==> src/rtl/fetch_pc_unit_pkg.sv <==
// ----------------------------------------------------------------------------
// fetch_pc_unit_pkg
// Shared definitions for the fetch PC unit:
//   - fsm_state_t : 2-bit FSM state encoding (BOOT, RUN, HALTED, FAULT)
//   - RESET_PC_DEFAULT, INSTR_BYTES_DEFAULT : parameter defaults for the top
//   - cla_add16() : 16-bit carry-lookahead adder (4-bit groups), wraps mod 2^16
// Optional feature macro used by the importing files: FETCH_REDIRECT_BUF_EN
// ----------------------------------------------------------------------------
package fetch_pc_unit_pkg;

    typedef enum logic [1:0] {
        ST_BOOT   = 2'd0,
        ST_RUN    = 2'd1,
        ST_HALTED = 2'd2,
        ST_FAULT  = 2'd3
    } fsm_state_t;

    localparam logic [15:0] RESET_PC_DEFAULT    = 16'h0000;
    localparam logic [15:0] INSTR_BYTES_DEFAULT = 16'd2;

    // Four 4-bit groups; each group produces a group generate/propagate pair
    // so the carry into the next group does not ripple through its bits.
    // Carry out of bit 15 is dropped, giving modulo-2^16 wrap.
    function automatic logic [15:0] cla_add16(input logic [15:0] a,
                                              input logic [15:0] b);
        logic [15:0] g;
        logic [15:0] p;
        logic [15:0] sum;
        logic [3:0]  gc;
        logic        c;
        logic        grp_g;
        logic        grp_p;
        g     = a & b;
        p     = a ^ b;
        sum   = '0;
        gc    = '0;
        c     = 1'b0;
        grp_g = 1'b0;
        grp_p = 1'b1;
        for (int k = 0; k < 4; k++) begin
            c     = gc[k];
            grp_g = 1'b0;
            grp_p = 1'b1;
            for (int i = 0; i < 4; i++) begin
                sum[4*k+i] = p[4*k+i] ^ c;
                c          = g[4*k+i] | (p[4*k+i] & c);
                grp_g      = g[4*k+i] | (p[4*k+i] & grp_g);
                grp_p      = grp_p & p[4*k+i];
            end
            if (k < 3) begin
                gc[k+1] = grp_g | (grp_p & gc[k]);
            end
        end
        return sum;
    endfunction

endpackage

==> src/rtl/fetch_pc_unit_if.sv <==
// ----------------------------------------------------------------------------
// fetch_pc_unit_if
// Bundles the execute-side control inputs and fetch-side status outputs of the
// fetch PC unit.
//   master (execute/decode side): drives stall, redirect_valid, redirect_addr,
//                                 target_err, halt; observes the outputs
//   slave  (fetch_pc_unit)      : drives pc, pc_next_seq, fetch_valid, flush,
//                                 halted, err
// Signalling: redirect_valid is a single-cycle request with no ready; it is
// consumed in the cycle it is high (or parked while stalled when the
// FETCH_REDIRECT_BUF_EN build is used). fetch_valid marks the address on pc as
// a live fetch in that cycle.
// ----------------------------------------------------------------------------
interface fetch_pc_unit_if;
    logic        stall;
    logic        redirect_valid;
    logic [15:0] redirect_addr;
    logic        target_err;
    logic        halt;
    logic [15:0] pc;
    logic [15:0] pc_next_seq;
    logic        fetch_valid;
    logic        flush;
    logic        halted;
    logic        err;

    modport master (
        output stall, redirect_valid, redirect_addr, target_err, halt,
        input  pc, pc_next_seq, fetch_valid, flush, halted, err
    );

    modport slave (
        input  stall, redirect_valid, redirect_addr, target_err, halt,
        output pc, pc_next_seq, fetch_valid, flush, halted, err
    );
endinterface

==> src/rtl/fetch_pc_unit_redirect_buf.sv <==
// ----------------------------------------------------------------------------
// fetch_pc_unit_redirect_buf
// One-entry pending redirect holder (valid bit + 16-bit target address).
// Only instantiated when FETCH_REDIRECT_BUF_EN is defined.
//   clk, rst  : clock, asynchronous active-high reset (clears entry)
//   load_i    : write addr_i and set valid (overwrites an older entry)
//   clear_i   : drop the entry (load_i wins if both are high)
//   addr_i    : target address to store
//   valid_o   : entry present
//   addr_o    : stored target address
// ----------------------------------------------------------------------------
module fetch_pc_unit_redirect_buf (
    input  logic        clk,
    input  logic        rst,
    input  logic        load_i,
    input  logic        clear_i,
    input  logic [15:0] addr_i,
    output logic        valid_o,
    output logic [15:0] addr_o
);
    logic        valid_q, valid_d;
    logic [15:0] addr_q, addr_d;

    always_comb begin
        valid_d = valid_q;
        addr_d  = addr_q;
        if (load_i) begin
            valid_d = 1'b1;
            addr_d  = addr_i;
        end else if (clear_i) begin
            valid_d = 1'b0;
        end
    end

    always_ff @(posedge clk or posedge rst) begin
        if (rst) begin
            valid_q <= 1'b0;
            addr_q  <= 16'h0000;
        end else begin
            valid_q <= valid_d;
            addr_q  <= addr_d;
        end
    end

    assign valid_o = valid_q;
    assign addr_o  = addr_q;
endmodule

==> src/rtl/fetch_pc_unit.sv <==
// ----------------------------------------------------------------------------
// fetch_pc_unit
// Owns the program counter: sequences it, applies execute-stage redirects,
// and reports fetch valid, IF/ID flush, halt and sticky fault status.
//   clk     : system clock, rising edge
//   rst     : asynchronous active-high reset
//   bus     : fetch_pc_unit_if.slave (stall, redirect_valid, redirect_addr,
//             target_err, halt in; pc, pc_next_seq, fetch_valid, flush,
//             halted, err out)
//   state_o : current FSM state (debug)
// Parameters: RESET_PC (PC after reset), INSTR_BYTES (sequential increment).
// Optional macro FETCH_REDIRECT_BUF_EN: a redirect arriving during a stall is
// parked in a one-entry buffer and applied on the first unstalled cycle.
// Without it a redirect overrides stall and loads the PC immediately.
// ----------------------------------------------------------------------------
module fetch_pc_unit
    import fetch_pc_unit_pkg::*;
#(
    parameter logic [15:0] RESET_PC    = RESET_PC_DEFAULT,
    parameter logic [15:0] INSTR_BYTES = INSTR_BYTES_DEFAULT
) (
    input  logic              clk,
    input  logic              rst,
    fetch_pc_unit_if.slave    bus,
    output fsm_state_t        state_o
);
    fsm_state_t  state_q, state_d;
    logic [15:0] pc_q, pc_d;
    logic        flush_q, flush_d;
    logic        halted_q, halted_d;
    logic        err_q, err_d;
    logic [15:0] pc_inc;
    logic        redirect_fault;

    assign pc_inc = cla_add16(pc_q, INSTR_BYTES);

    // Odd targets are misaligned; checked whenever a redirect is presented,
    // independent of stall.
    assign redirect_fault = bus.target_err |
                            (bus.redirect_valid & bus.redirect_addr[0]);

`ifdef FETCH_REDIRECT_BUF_EN
    logic        buf_load;
    logic        buf_clear;
    logic        buf_valid;
    logic [15:0] buf_addr;

    fetch_pc_unit_redirect_buf u_redirect_buf (
        .clk     (clk),
        .rst     (rst),
        .load_i  (buf_load),
        .clear_i (buf_clear),
        .addr_i  (bus.redirect_addr),
        .valid_o (buf_valid),
        .addr_o  (buf_addr)
    );
`endif

    always_comb begin
        state_d  = state_q;
        pc_d     = pc_q;
        flush_d  = 1'b0;
        halted_d = halted_q;
        err_d    = err_q;
`ifdef FETCH_REDIRECT_BUF_EN
        buf_load  = 1'b0;
        buf_clear = 1'b0;
`endif
        unique case (state_q)
            ST_BOOT: begin
                // pc already holds RESET_PC, so the first fetch is there.
                state_d = ST_RUN;
            end
            ST_RUN: begin
                if (redirect_fault) begin
                    state_d = ST_FAULT;
                    err_d   = 1'b1;
`ifdef FETCH_REDIRECT_BUF_EN
                end else if (bus.redirect_valid && bus.stall) begin
                    buf_load = 1'b1;
                end else if (bus.redirect_valid) begin
                    // A live redirect is newer than anything parked.
                    pc_d      = bus.redirect_addr;
                    flush_d   = 1'b1;
                    buf_clear = 1'b1;
                end else if (buf_valid && !bus.stall) begin
                    pc_d      = buf_addr;
                    flush_d   = 1'b1;
                    buf_clear = 1'b1;
                end else if (buf_valid) begin
                    // Waiting to apply a parked redirect; anything decoded
                    // meanwhile (including halt) lies in the squashed path.
                    pc_d = pc_q;
`else
                end else if (bus.redirect_valid) begin
                    pc_d    = bus.redirect_addr;
                    flush_d = 1'b1;
`endif
                end else if (bus.halt) begin
                    state_d  = ST_HALTED;
                    halted_d = 1'b1;
                end else if (!bus.stall) begin
                    pc_d = pc_inc;
                end
            end
            ST_HALTED: begin
                state_d = ST_HALTED;
            end
            ST_FAULT: begin
                state_d = ST_FAULT;
            end
            default: begin
                state_d = ST_FAULT;
                err_d   = 1'b1;
            end
        endcase
    end

    always_ff @(posedge clk or posedge rst) begin
        if (rst) begin
            state_q  <= ST_BOOT;
            pc_q     <= RESET_PC;
            flush_q  <= 1'b0;
            halted_q <= 1'b0;
            err_q    <= 1'b0;
        end else begin
            state_q  <= state_d;
            pc_q     <= pc_d;
            flush_q  <= flush_d;
            halted_q <= halted_d;
            err_q    <= err_d;
        end
    end

    assign bus.pc          = pc_q;
    assign bus.pc_next_seq = pc_inc;
    assign bus.fetch_valid = (state_q == ST_RUN) && !bus.stall;
    assign bus.flush       = flush_q;
    assign bus.halted      = halted_q;
    assign bus.err         = err_q;
    assign state_o         = state_q;
endmodule
==> src/flat_wrapper.sv <==
// flat-port wrapper written by rule: the top's interface ports become plain ports
module fetch_pc_unit_flat import fetch_pc_unit_pkg::*;
#(
    parameter logic [15:0] RESET_PC    = RESET_PC_DEFAULT,
    parameter logic [15:0] INSTR_BYTES = INSTR_BYTES_DEFAULT
)
  (clk, rst, state_o, bus_stall, bus_redirect_valid, bus_redirect_addr, bus_target_err, bus_halt, bus_pc, bus_pc_next_seq, bus_fetch_valid, bus_flush, bus_halted, bus_err);
  fetch_pc_unit_if bus_i ();
  input  logic clk;
  input  logic rst;
  output fsm_state_t state_o;
  input wire logic [$bits(bus_i.stall)-1:0] bus_stall;
  input wire logic [$bits(bus_i.redirect_valid)-1:0] bus_redirect_valid;
  input wire logic [$bits(bus_i.redirect_addr)-1:0] bus_redirect_addr;
  input wire logic [$bits(bus_i.target_err)-1:0] bus_target_err;
  input wire logic [$bits(bus_i.halt)-1:0] bus_halt;
  output wire logic [$bits(bus_i.pc)-1:0] bus_pc;
  output wire logic [$bits(bus_i.pc_next_seq)-1:0] bus_pc_next_seq;
  output wire logic [$bits(bus_i.fetch_valid)-1:0] bus_fetch_valid;
  output wire logic [$bits(bus_i.flush)-1:0] bus_flush;
  output wire logic [$bits(bus_i.halted)-1:0] bus_halted;
  output wire logic [$bits(bus_i.err)-1:0] bus_err;
  assign bus_i.stall = bus_stall;
  assign bus_i.redirect_valid = bus_redirect_valid;
  assign bus_i.redirect_addr = bus_redirect_addr;
  assign bus_i.target_err = bus_target_err;
  assign bus_i.halt = bus_halt;
  assign bus_pc = bus_i.pc;
  assign bus_pc_next_seq = bus_i.pc_next_seq;
  assign bus_fetch_valid = bus_i.fetch_valid;
  assign bus_flush = bus_i.flush;
  assign bus_halted = bus_i.halted;
  assign bus_err = bus_i.err;
  fetch_pc_unit #(.RESET_PC(RESET_PC), .INSTR_BYTES(INSTR_BYTES)) u_core (.clk(clk), .rst(rst), .bus(bus_i), .state_o(state_o));
endmodule
==> config.mk <==
export PLATFORM = sky130hd
export DESIGN_NAME = fetch_pc_unit_flat
export DESIGN_NICKNAME = d
export VERILOG_FILES = /design/src/rtl/fetch_pc_unit_pkg.sv /design/src/rtl/fetch_pc_unit_if.sv /design/src/rtl/fetch_pc_unit_redirect_buf.sv /design/src/rtl/fetch_pc_unit.sv /design/src/flat_wrapper.sv
export SDC_FILE = /design/constraint.sdc
export NUM_CORES = 1
export LEC_CHECK = 0
export BUFFER_PORTS_ARGS = -buffer_cell sky130_fd_sc_hd__buf_2
export CORE_MARGIN = 2
export CORE_UTILIZATION = 47
export CTS_BUF_LIST = sky130_fd_sc_hd__clkbuf_2 sky130_fd_sc_hd__clkbuf_4 sky130_fd_sc_hd__clkbuf_8
export DETAILED_ROUTE_END_ITERATION = 10
export PLACE_DENSITY = 0.81
export SETUP_SLACK_MARGIN = 0.15
export SYNTH_ARGS = -nofsm -noshare
export SYNTH_HDL_FRONTEND = slang
export SYNTH_SLANG_ARGS = --single-unit
==> constraint.sdc <==
create_clock -name clk -period 2.7 [get_ports clk]
set_input_delay 0.405 -clock clk [delete_from_list [all_inputs] [get_ports clk]]
set_output_delay 0.405 -clock clk [all_outputs]
set_load 0.05 [all_outputs]
==> results.toml, run 1 <==
[global_route]
track_usage = 0.223
grt_max_degree = 22
grt_pass1_vias = 1033
antenna_found_initial = 0
grt_pass1_wl_um = 4630
gr-total-overflow = 0

[power]
p_leak_nw = 0.839
total_power_mw = 0.772
cellPowerDensity_mw_per_mm2 = 456
peakVddDrop_v = 0.000419

[setup_path]
slowest_delay_ns = 0.40
critPathCaptureType = "output port"
cp_slowest_cell = "dfrtp_1"
crit_chain = "ha_1 -> ha_2 -> ha_1 -> ha_1 -> ha_2 -> buf_2"
r2r-start = "u_core.bus.pc[1]$_DFFE_PP0P_"
rr_worst_depth = 10
cp_num_buf_inv = 1
cp.required_ns = 2.30
cpMostUsedCell = "ha_1"
start_kind = "flop"
crit_cells = 6
rrSetupSlack_ns = 0.76
critPathArrivalTime_ns = 2.10
crit_fanout = 2
r2r_end = "u_core.bus.pc[10]$_DFFE_PP0P_"
cp_top_family = "adder cells"
path_class = "reg2out"

[floorplanning]
rows = 18
die_w_um = 54.8
design.die.area_mm2 = 0.00301
initial_core_util = 0.495
die_h_um = 54.8
num_io_pins = 60
core_mm2 = 0.00245

[layout]
layout.cells.non_filler = 207
n_antenna_cell = 0
fill_cells = 189
drive_above_1_share = 0.520
areaGrowthSynthToFinish_pct = 39.3
postLayoutCoreUtil = 0.690
stdcell_area_mm2 = 0.00169
fin_nets = 211

[timing]
tightest_slew_ns = 0.802
final-setup-viol-count = 0
rsz0062_at_grt = "yes"
timing.hold.ws_ns = 0.231
fin_crit_ns = 2.50
fin_crit_sh = 0.927
timing.fmax_mhz = 399
relSlewSlack = 0.465
finalClockSkew_ns = 0.00144
worst_slack_ns = 0.196
maxSlewViolCount = 0
finalSetupTns_ns = 0
hold_viol_final = 0

[logic_synthesis]
ys_seq_area_frac = 0.433
synth_cell_types = 32
syn_avg_cell_area_um2 = 10.4
synth_seq_cells = 21
synthesis.area_mm2 = 0.00121
yosysWarningCount = 0
synth_nets = 150
netlist_instances = 117

[hold_path]
hp-class = "in2async"

[place]
post-place-ws_ns = 0.295
dpl.cell_count = 201
portBuffers = 59
gp_congestion = 0.780
detailed_place.area_mm2 = 0.00155
hpwlAfterDp_um = 2390

[drt]
vias = 1154
drt-initial-drc-count = 22
wl_met1_um = 1350
wl_per_cell_um = 16.6
dr.max_layer_used = "met4"
dr.pass1.iters = 5
met2_length_um = 1860
ant_nets = 0
wl_um = 3430
wl_met3_um = 167
drc = 0
avgViaCountPerCell = 5.57

[job]
drv_cap = 0

[clock_network]
cts.sinks = 21
clkLatencyLatePin_ns = 0.30
clkTransAtPathRegs_ns = 0.11
cts_buffer_depth = 2
cts_root_buf = "clkbuf_4"
cts_tree = "done"
cts_made_buffers = 3
cts_htree_levels = 1

[run_status]
run_status = "finished clean"
cell families (layout without fill, tap and decap cells):
logic type      after synthesis  count (layout)  synth area share
simple gates                 21              21             0.108
buf+inv                      21              81            0.0772
compound gates               40              40             0.247
xor+xnor                      3               3            0.0216
fa+ha+maj                    11              11             0.113
flops                        21              21             0.433
cell usage after synthesis:
cell / count / share of area
dfrtp_1: 21 / 0.43
a21oi_1: 14 / 0.058
inv_1: 12 / 0.037
ha_1: 11 / 0.11
o22ai_2: 7 / 0.072
o2bb2ai_1: 6 / 0.043
and3_1: 4 / 0.021
o21ai_1: 4 / 0.016
buf_2: 3 / 0.012
inv_2: 3 / 0.0093
nand2b_1: 3 / 0.015
xor2_1: 3 / 0.022
a211oi_1: 2 / 0.012
a22oi_1: 2 / 0.012
a32oi_1: 2 / 0.014
nand4_1: 2 / 0.010
nor2_1: 2 / 0.0062
nor3_1: 2 / 0.0082
a21o_1: 1 / 0.0062
and2_1: 1 / 0.0052
buf_4: 1 / 0.0062
buf_6: 1 / 0.0093
clkbuf_1: 1 / 0.0031
nand2_1: 1 / 0.0031
nand3_1: 1 / 0.0041
nand4b_1: 1 / 0.0072
nor2_2: 1 / 0.0052
o21a_1: 1 / 0.0062
o21bai_1: 1 / 0.0062
or2_1: 1 / 0.0052
or4_4: 1 / 0.0093
or4b_1: 1 / 0.0082
worst register-to-register path: cells and delay by family (launching register included):
kind,cells,cell delay [ns]
adder cells (fa/ha/maj),5,0.95
AND/OR/NAND/NOR,3,0.28
flip-flops,1,0.40
AO/OA/AOI/OAI,2,0.21
worst max path at each step:
stage | start | slack (ns) | end
finish | u_core.bus.pc[1]$_DFFE_PP0P_ | 0.20 | bus_pc_next_seq[6]
global route | u_core.bus.pc[2]$_DFFE_PP0P_ | 0.12 | bus_pc_next_seq[15]
CTS | u_core.bus.pc[1]$_DFFE_PP0P_ | 0.14 | bus_pc_next_seq[11]
detailed placement | u_core.bus.pc[1]$_DFFE_PP0P_ | 0.30 | bus_pc_next_seq[11]
global placement | u_core.bus.pc[1]$_DFFE_PP0P_ | 0.38 | bus_pc_next_seq[11]
floorplan | u_core.bus.pc[1]$_DFFE_PP0P_ | -0.009 | bus_pc_next_seq[15]
power breakdown:
group          total (mW)  switching (mW)  internal (mW)
Clock               0.162          0.0946         0.0677
Sequential          0.347          0.0178          0.329
Combinational       0.263           0.190         0.0738
Total               0.772           0.302          0.470
registers in the layout, summed over array words and instances, names as in the netlist:
name / count
u_core.bus.err: 1
u_core.bus.flush: 1
u_core.bus.halted: 1
u_core.bus.pc: 16
u_core.state_o: 2
layout by cell type (no fill, tap or decap), types with 3 or more instances in the layout:
cell type	Yosys	layout
buf_2	3	54
dfrtp_1	21	21
a21oi_1	14	14
inv_1	12	12
o22ai_2	7	7
o2bb2ai_1	6	6
buf_4	1	5
and3_1	4	4
o21ai_1	4	4
ha_4	0	4
ha_2	0	4
clkbuf_4	0	4
inv_2	3	3
nand2b_1	3	3
ha_1	11	3
buf_6	1	3
final cells by class:
cell class	instances	area, µm²	area share
Inverter	15	56.3	0.0333
Timing Repair Buffer	62	342	0.202
Sequential cell	21	526	0.310
Tap cell	30	37.5	0.0222
Multi-Input combinational cell	75	702	0.415
Clock buffer	4	30.0	0.0177
layer usage:
metal  global-route usage  vias to the layer above
met3               0.0383                        8
met1                0.267                      560
met4               0.0792                        0
met5                    0                        -
met2                0.397                       43
li1                     -                      543
what timing repair did:
action,CTS,global route
pin swaps,0,1
endpoints found under the setup margin,5,6
setup buffers,2,0
hold buffers,0,0
gates resized for setup,12,11
Note: power is estimated with default switching activity, not from simulation.
==> run 2: changes to the inputs <==
==> constraint.sdc (replaced) <==
create_clock -name clk -period 2.7 [get_ports clk]
set_input_delay 0.135 -clock clk [delete_from_list [all_inputs] [get_ports clk]]
set_output_delay 0.135 -clock clk [all_outputs]
set_load 0.05 [all_outputs]
==> run 2 against run 1 <==
  * Critical path depth grew 3
  * Hold slack worse by 0.15 ns
  * Utilization decreased by 4.4 points
  * Combinational power decreased by 6%
  * Die area is the same
  * Sequential share of layout area grew 2.1 points
  * Non-clock buffer count stayed put
  * Via count is 3.2% lower
  * Critical path type unchanged
  * Setup slack improved by 0.11 ns
  * Global-route usage is 0.47 points lower
==> results.toml, run 2 (synthesis results as in run 1) <==
[power]
peakVddDrop_v = 0.000371
p_comb_frac = 0.325
cellPowerDensity_mw_per_mm2 = 481
swShare = 0.396
p_leak_nw = 0.849
switchingPower_mw = 0.302
seq_power_share = 0.451
p_int_mw = 0.461
power_frac_clock = 0.224

[drt]
drc = 0
wl_met3_um = 165
avgViaCountPerCell = 5.40
dr.pass1.iters = 4
drt-initial-drc-count = 25
vias = 1117
ant_nets = 0
wl_per_cell_um = 15.2
met2_length_um = 1670
wl_met1_um = 1270
wl_um = 3160
dr.max_layer_used = "met4"

[clock_network]
clkTransAtPathRegs_ns = 0.13
clkLatencyLatePin_ns = 0.31
cts.sinks = 21
cts_buffer_depth = 2
cts_htree_levels = 1
cts_tree = "done"
cts_root_buf = "clkbuf_4"
cts_made_buffers = 3

[setup_path]
start_kind = "flop"
slowest_delay_ns = 0.42
crit_chain = "ha_1 -> ha_1 -> nand3_1 -> nor2_1 -> ha_1 -> ha_1 -> ha_1 -> xor2_2 -> buf_2"
cp_slowest_cell = "dfrtp_1"
cp_top_family = "adder cells"
cpMostUsedCell = "ha_1"
critPathArrivalTime_ns = 2.26
path_class = "reg2out"
cp_num_buf_inv = 1
critPathCaptureType = "output port"
crit_fanout = 4
cp.required_ns = 2.57

[timing]
timing.hold.ws_ns = 0.0827
finalSetupTns_ns = 0
fin_crit_ns = 2.39
rsz0062_at_grt = "no"
tightest_slew_ns = 0.794
maxSlewViolCount = 0
relSlewSlack = 0.470
hold_viol_final = 0
fin_crit_sh = 0.885
final-setup-viol-count = 0
timing.fmax_mhz = 418
finalClockSkew_ns = 0.0105

[floorplanning]
design.die.area_mm2 = 0.00301
rows = 18
initial_core_util = 0.495
die_h_um = 54.8
core_mm2 = 0.00245
num_io_pins = 60
die_w_um = 54.8

[place]
dpl.cell_count = 201
gp_congestion = 0.789
portBuffers = 59
hpwlAfterDp_um = 2370
detailed_place.area_mm2 = 0.00153

[layout]
fin_nets = 211
areaGrowthSynthToFinish_pct = 30.5
drive_above_1_share = 0.452
n_antenna_cell = 0
largest_reg_flops = 16
fill_cells = 208
layout_common_cells = "buf_2, dfrtp_1, a21oi_1, inv_1, ha_1"
final_common_cell = "buf_2"
layout.cells.non_filler = 207
stdcell_area_mm2 = 0.00159

[run_status]
run_status = "finished clean"

[global_route]
track_usage = 0.219
antenna_found_initial = 0
grt_pass1_wl_um = 4680
gr-total-overflow = 0
grt_max_degree = 22
grt_pass1_vias = 1166

[hold_path]
hp-class = "in2reg"

[job]
drv_cap = 0
==> run 2: cell types whose count changed in the layout (fill, tap and decap cells not counted), sizes merged <==
cell | previous run | this run
dlygate4sd3 | 0 | 1
buf | 62 | 61
==> run 2: power by group through the flow <==
stage	registers (mW)	clock network (mW)	logic, mW
finish	0.344	0.171	0.248
global route	0.346	0.183	0.262
CTS	0.344	0.169	0.247
detailed placement	0.350	0	0.245
global placement	0.349	0	0.242
floorplan	0.400	0	0.134
==> run 2: final timing paths <==
kind,slack (ns),start,to,cells past startpoint
min in group asynchronous,0.50,rst,u_core.bus.pc[7]$_DFFE_PP0P_,3
max,0.31,u_core.bus.pc[1]$_DFFE_PP0P_,bus_pc_next_seq[11],9
min reg2reg,0.47,u_core.bus.halted$_DFFE_PP0P_,u_core.bus.halted$_DFFE_PP0P_,1
max reg2reg,0.59,u_core.bus.pc[1]$_DFFE_PP0P_,u_core.bus.pc[10]$_DFFE_PP0P_,10
min,0.08,bus_redirect_addr[11],u_core.bus.pc[11]$_DFFE_PP0P_,3
max in group asynchronous,1.69,rst,u_core.bus.err$_DFFE_PP0P_,3
==> run 2: layer usage <==
metal / up-vias / global-route usage
met3: 7 / 0.0383
met5: - / 0
met4: 0 / 0.100
met2: 37 / 0.405
li1: 541 / -
met1: 532 / 0.238
==> run 2: worst min-delay path: stages <==
cell,delay (ns)
buf_2,0.08
a32oi_1,0.04
o21ai_1,0.11
==> run 2: final cells by class <==
class	count	area (µm²)	share of cell area
multi-input combinational	75	613	0.387
tap	30	37.5	0.0237
sequential	21	526	0.331
inverter	15	56.3	0.0355
timing repair buffer	62	323	0.204
clock buffer	4	30.0	0.0189
==> run 2: metrics by stage <==
stage               setup WS, ns  power [mW]   util
floorplan                  0.168       0.534      -
global placement           0.664       0.591  0.624
detailed placement         0.593       0.595  0.624
CTS                        0.253       0.760  0.641
global route               0.153       0.791  0.646
finish                     0.309       0.763  0.646
==> run 2: repair_timing <==
item	CTS	global route
setup endpoints to repair	0	1
endpoints found under the hold margin	21	0
buffers inserted	0	1
resized for setup	0	3
hold buffers	1	0
==> run 3: changes to the inputs <==
REMOVE_ABC_BUFFERS = 1   (was not set)
==> run 3 against run 2 <==
  * Sequential power barely moved
  * Hold slack improved by 0.0015 ns
  * Clock power fell by 4%
  * Final area fell by 0.79%
  * Combinational power barely moved
  * Largest power group unchanged
==> results.toml, run 3 (synthesis results as in run 1) <==
[run_status]
run_status = "finished clean"

[layout]
drive_above_1_share = 0.441
largest_reg_flops = 16
layout.cells.non_filler = 207
final_common_cell = "buf_2"
postLayoutCoreUtil = 0.641
areaGrowthSynthToFinish_pct = 29.5
fin_nets = 211
layout_common_cells = "buf_2, dfrtp_1, a21oi_1, inv_1, ha_1"
n_antenna_cell = 0

[clock_network]
cts_made_buffers = 3
cts_root_buf = "clkbuf_4"
clkLatencyLatePin_ns = 0.32
cts_tree = "done"
cts_htree_levels = 1
clkTransAtPathRegs_ns = 0.13
cts_buffer_depth = 2
cts.sinks = 21

[drt]
ant_nets = 0
avgViaCountPerCell = 5.59
wl_met1_um = 1340
wl_um = 3110
dr.max_layer_used = "met4"
wl_met3_um = 174
met2_length_um = 1570
drc = 0
vias = 1157
drt-initial-drc-count = 26
dr.pass1.iters = 4
wl_per_cell_um = 15.0

[timing]
finalSetupTns_ns = 0
fin_crit_sh = 0.893
fin_crit_ns = 2.41
relSlewSlack = 0.462
hold_viol_final = 0
timing.fmax_mhz = 415
rsz0062_at_grt = "no"
tightest_slew_ns = 0.806
finalClockSkew_ns = 0.00796
maxSlewViolCount = 0
final-setup-viol-count = 0

[setup_path]
crit_cells = 8
critPathArrivalTime_ns = 2.28
r2r-start = "u_core.bus.pc[1]$_DFFE_PP0P_"
rr_worst_depth = 10
critPathCaptureType = "output port"
rrSetupSlack_ns = 0.62
cp_num_buf_inv = 1
crit_fanout = 4
endpoint = "bus_pc_next_seq[14]"
cp.required_ns = 2.57
crit_start = "u_core.bus.pc[1]$_DFFE_PP0P_"
slowest_delay_ns = 0.43
crit_chain = "ha_1 -> ha_1 -> nand3_1 -> nor3_1 -> ha_1 -> ha_1 -> ha_2 -> buf_2"
r2r_end = "u_core.bus.pc[10]$_DFFE_PP0P_"
cp_top_family = "adder cells"
path_class = "reg2out"
cpMostUsedCell = "ha_1"
cp_slowest_cell = "dfrtp_1"
start_kind = "flop"

[floorplanning]
initial_core_util = 0.495
die_h_um = 54.8
core_mm2 = 0.00245
rows = 18
die_w_um = 54.8
num_io_pins = 60
design.die.area_mm2 = 0.00301

[global_route]
gr-total-overflow = 0
antenna_found_initial = 0
grt_pass1_wl_um = 4690
grt_max_degree = 22
track_usage = 0.219
grt_pass1_vias = 1054

[power]
peakVddDrop_v = 0.000357
cellPowerDensity_mw_per_mm2 = 481
p_leak_nw = 0.846

[hold_path]
hp-class = "in2reg"

[job]
drv_cap = 0

[place]
dpl.cell_count = 201
hpwlAfterDp_um = 2350
gp_congestion = 0.790
portBuffers = 59
[run 3: changes by cell type in the layout (fill, tap and decap cells not counted)]
| cell | delta |
|---|---|
| xor2_2 | -2 |
| clkinvlp_4 | +1 |
| buf_2 | -1 |
| xor2_1 | +2 |
[run 3: timing repair]
item | 4_1_cts | 5_1_grt
gates resized for setup | 0 | 4
endpoints found under the setup margin | 0 | 2
setup buffers | 0 | 1
hold buffers | 1 | 0
endpoints found under the hold margin | 21 | 0
[run 3: layout make-up]
cell class	count	area, µm²
multi-input cells	75	598
inverters	15	56.3
fillers	217	882
flip-flops and latches	21	526
clock inverters	1	7.51
repair buffers	62	325
well taps	30	37.5
clock buffers	3	22.5
[run 3: worst min-delay path, cell delays in order]
cell and delay (ns):
buf_2 0.08, a32oi_1 0.05, o21ai_1 0.11
[run 3: routing by layer]
layer  vias to the layer above  GRT usage
li1                        546          -
met1                       556      0.267
met2                        48      0.381
met3                         7     0.0410
met4                         0     0.0792
met5                         -          0
[run 3: per-stage QoR]
| stage | instance area [µm²] | worst slack [ns] | hold slack (ns) | power, mW |
|---|---|---|---|---|
| floorplan | 1180 | 0.0181 | 0.112 | 0.531 |
| global placement | 1520 | 0.681 | 0.325 | 0.589 |
| detailed placement | 1520 | 0.620 | 0.326 | 0.594 |
| CTS | 1560 | 0.250 | 0.0772 | 0.758 |
| global route | 1570 | 0.132 | 0.0741 | 0.791 |
| finish | 1570 | 0.290 | 0.0842 | 0.756 |
[run 3: worst min path at each step]
stage / from / end / slack [ns] / cells after the start
2_1_floorplan: rst / u_core.bus.err$_DFFE_PP0P_ / 0.11 / 1
3_3_place_gp: rst / u_core.bus.flush$_DFF_PP0_ / 0.32 / 2
3_5_place_dp: rst / u_core.bus.pc[0]$_DFFE_PP0P_ / 0.33 / 2
4_1_cts: bus_redirect_addr[15] / u_core.bus.pc[15]$_DFFE_PP0P_ / 0.08 / 3
5_1_grt: bus_redirect_addr[15] / u_core.bus.pc[15]$_DFFE_PP0P_ / 0.07 / 3
6_report: bus_redirect_addr[15] / u_core.bus.pc[15]$_DFFE_PP0P_ / 0.08 / 3
[run 3: report_power, final]
part	leakage (nW)	internal, mW	switching [mW]
sequential	0.247	0.329	0.0152
combinational	0.585	0.0647	0.183
clock	0.0139	0.0565	0.108
total	0.846	0.450	0.306
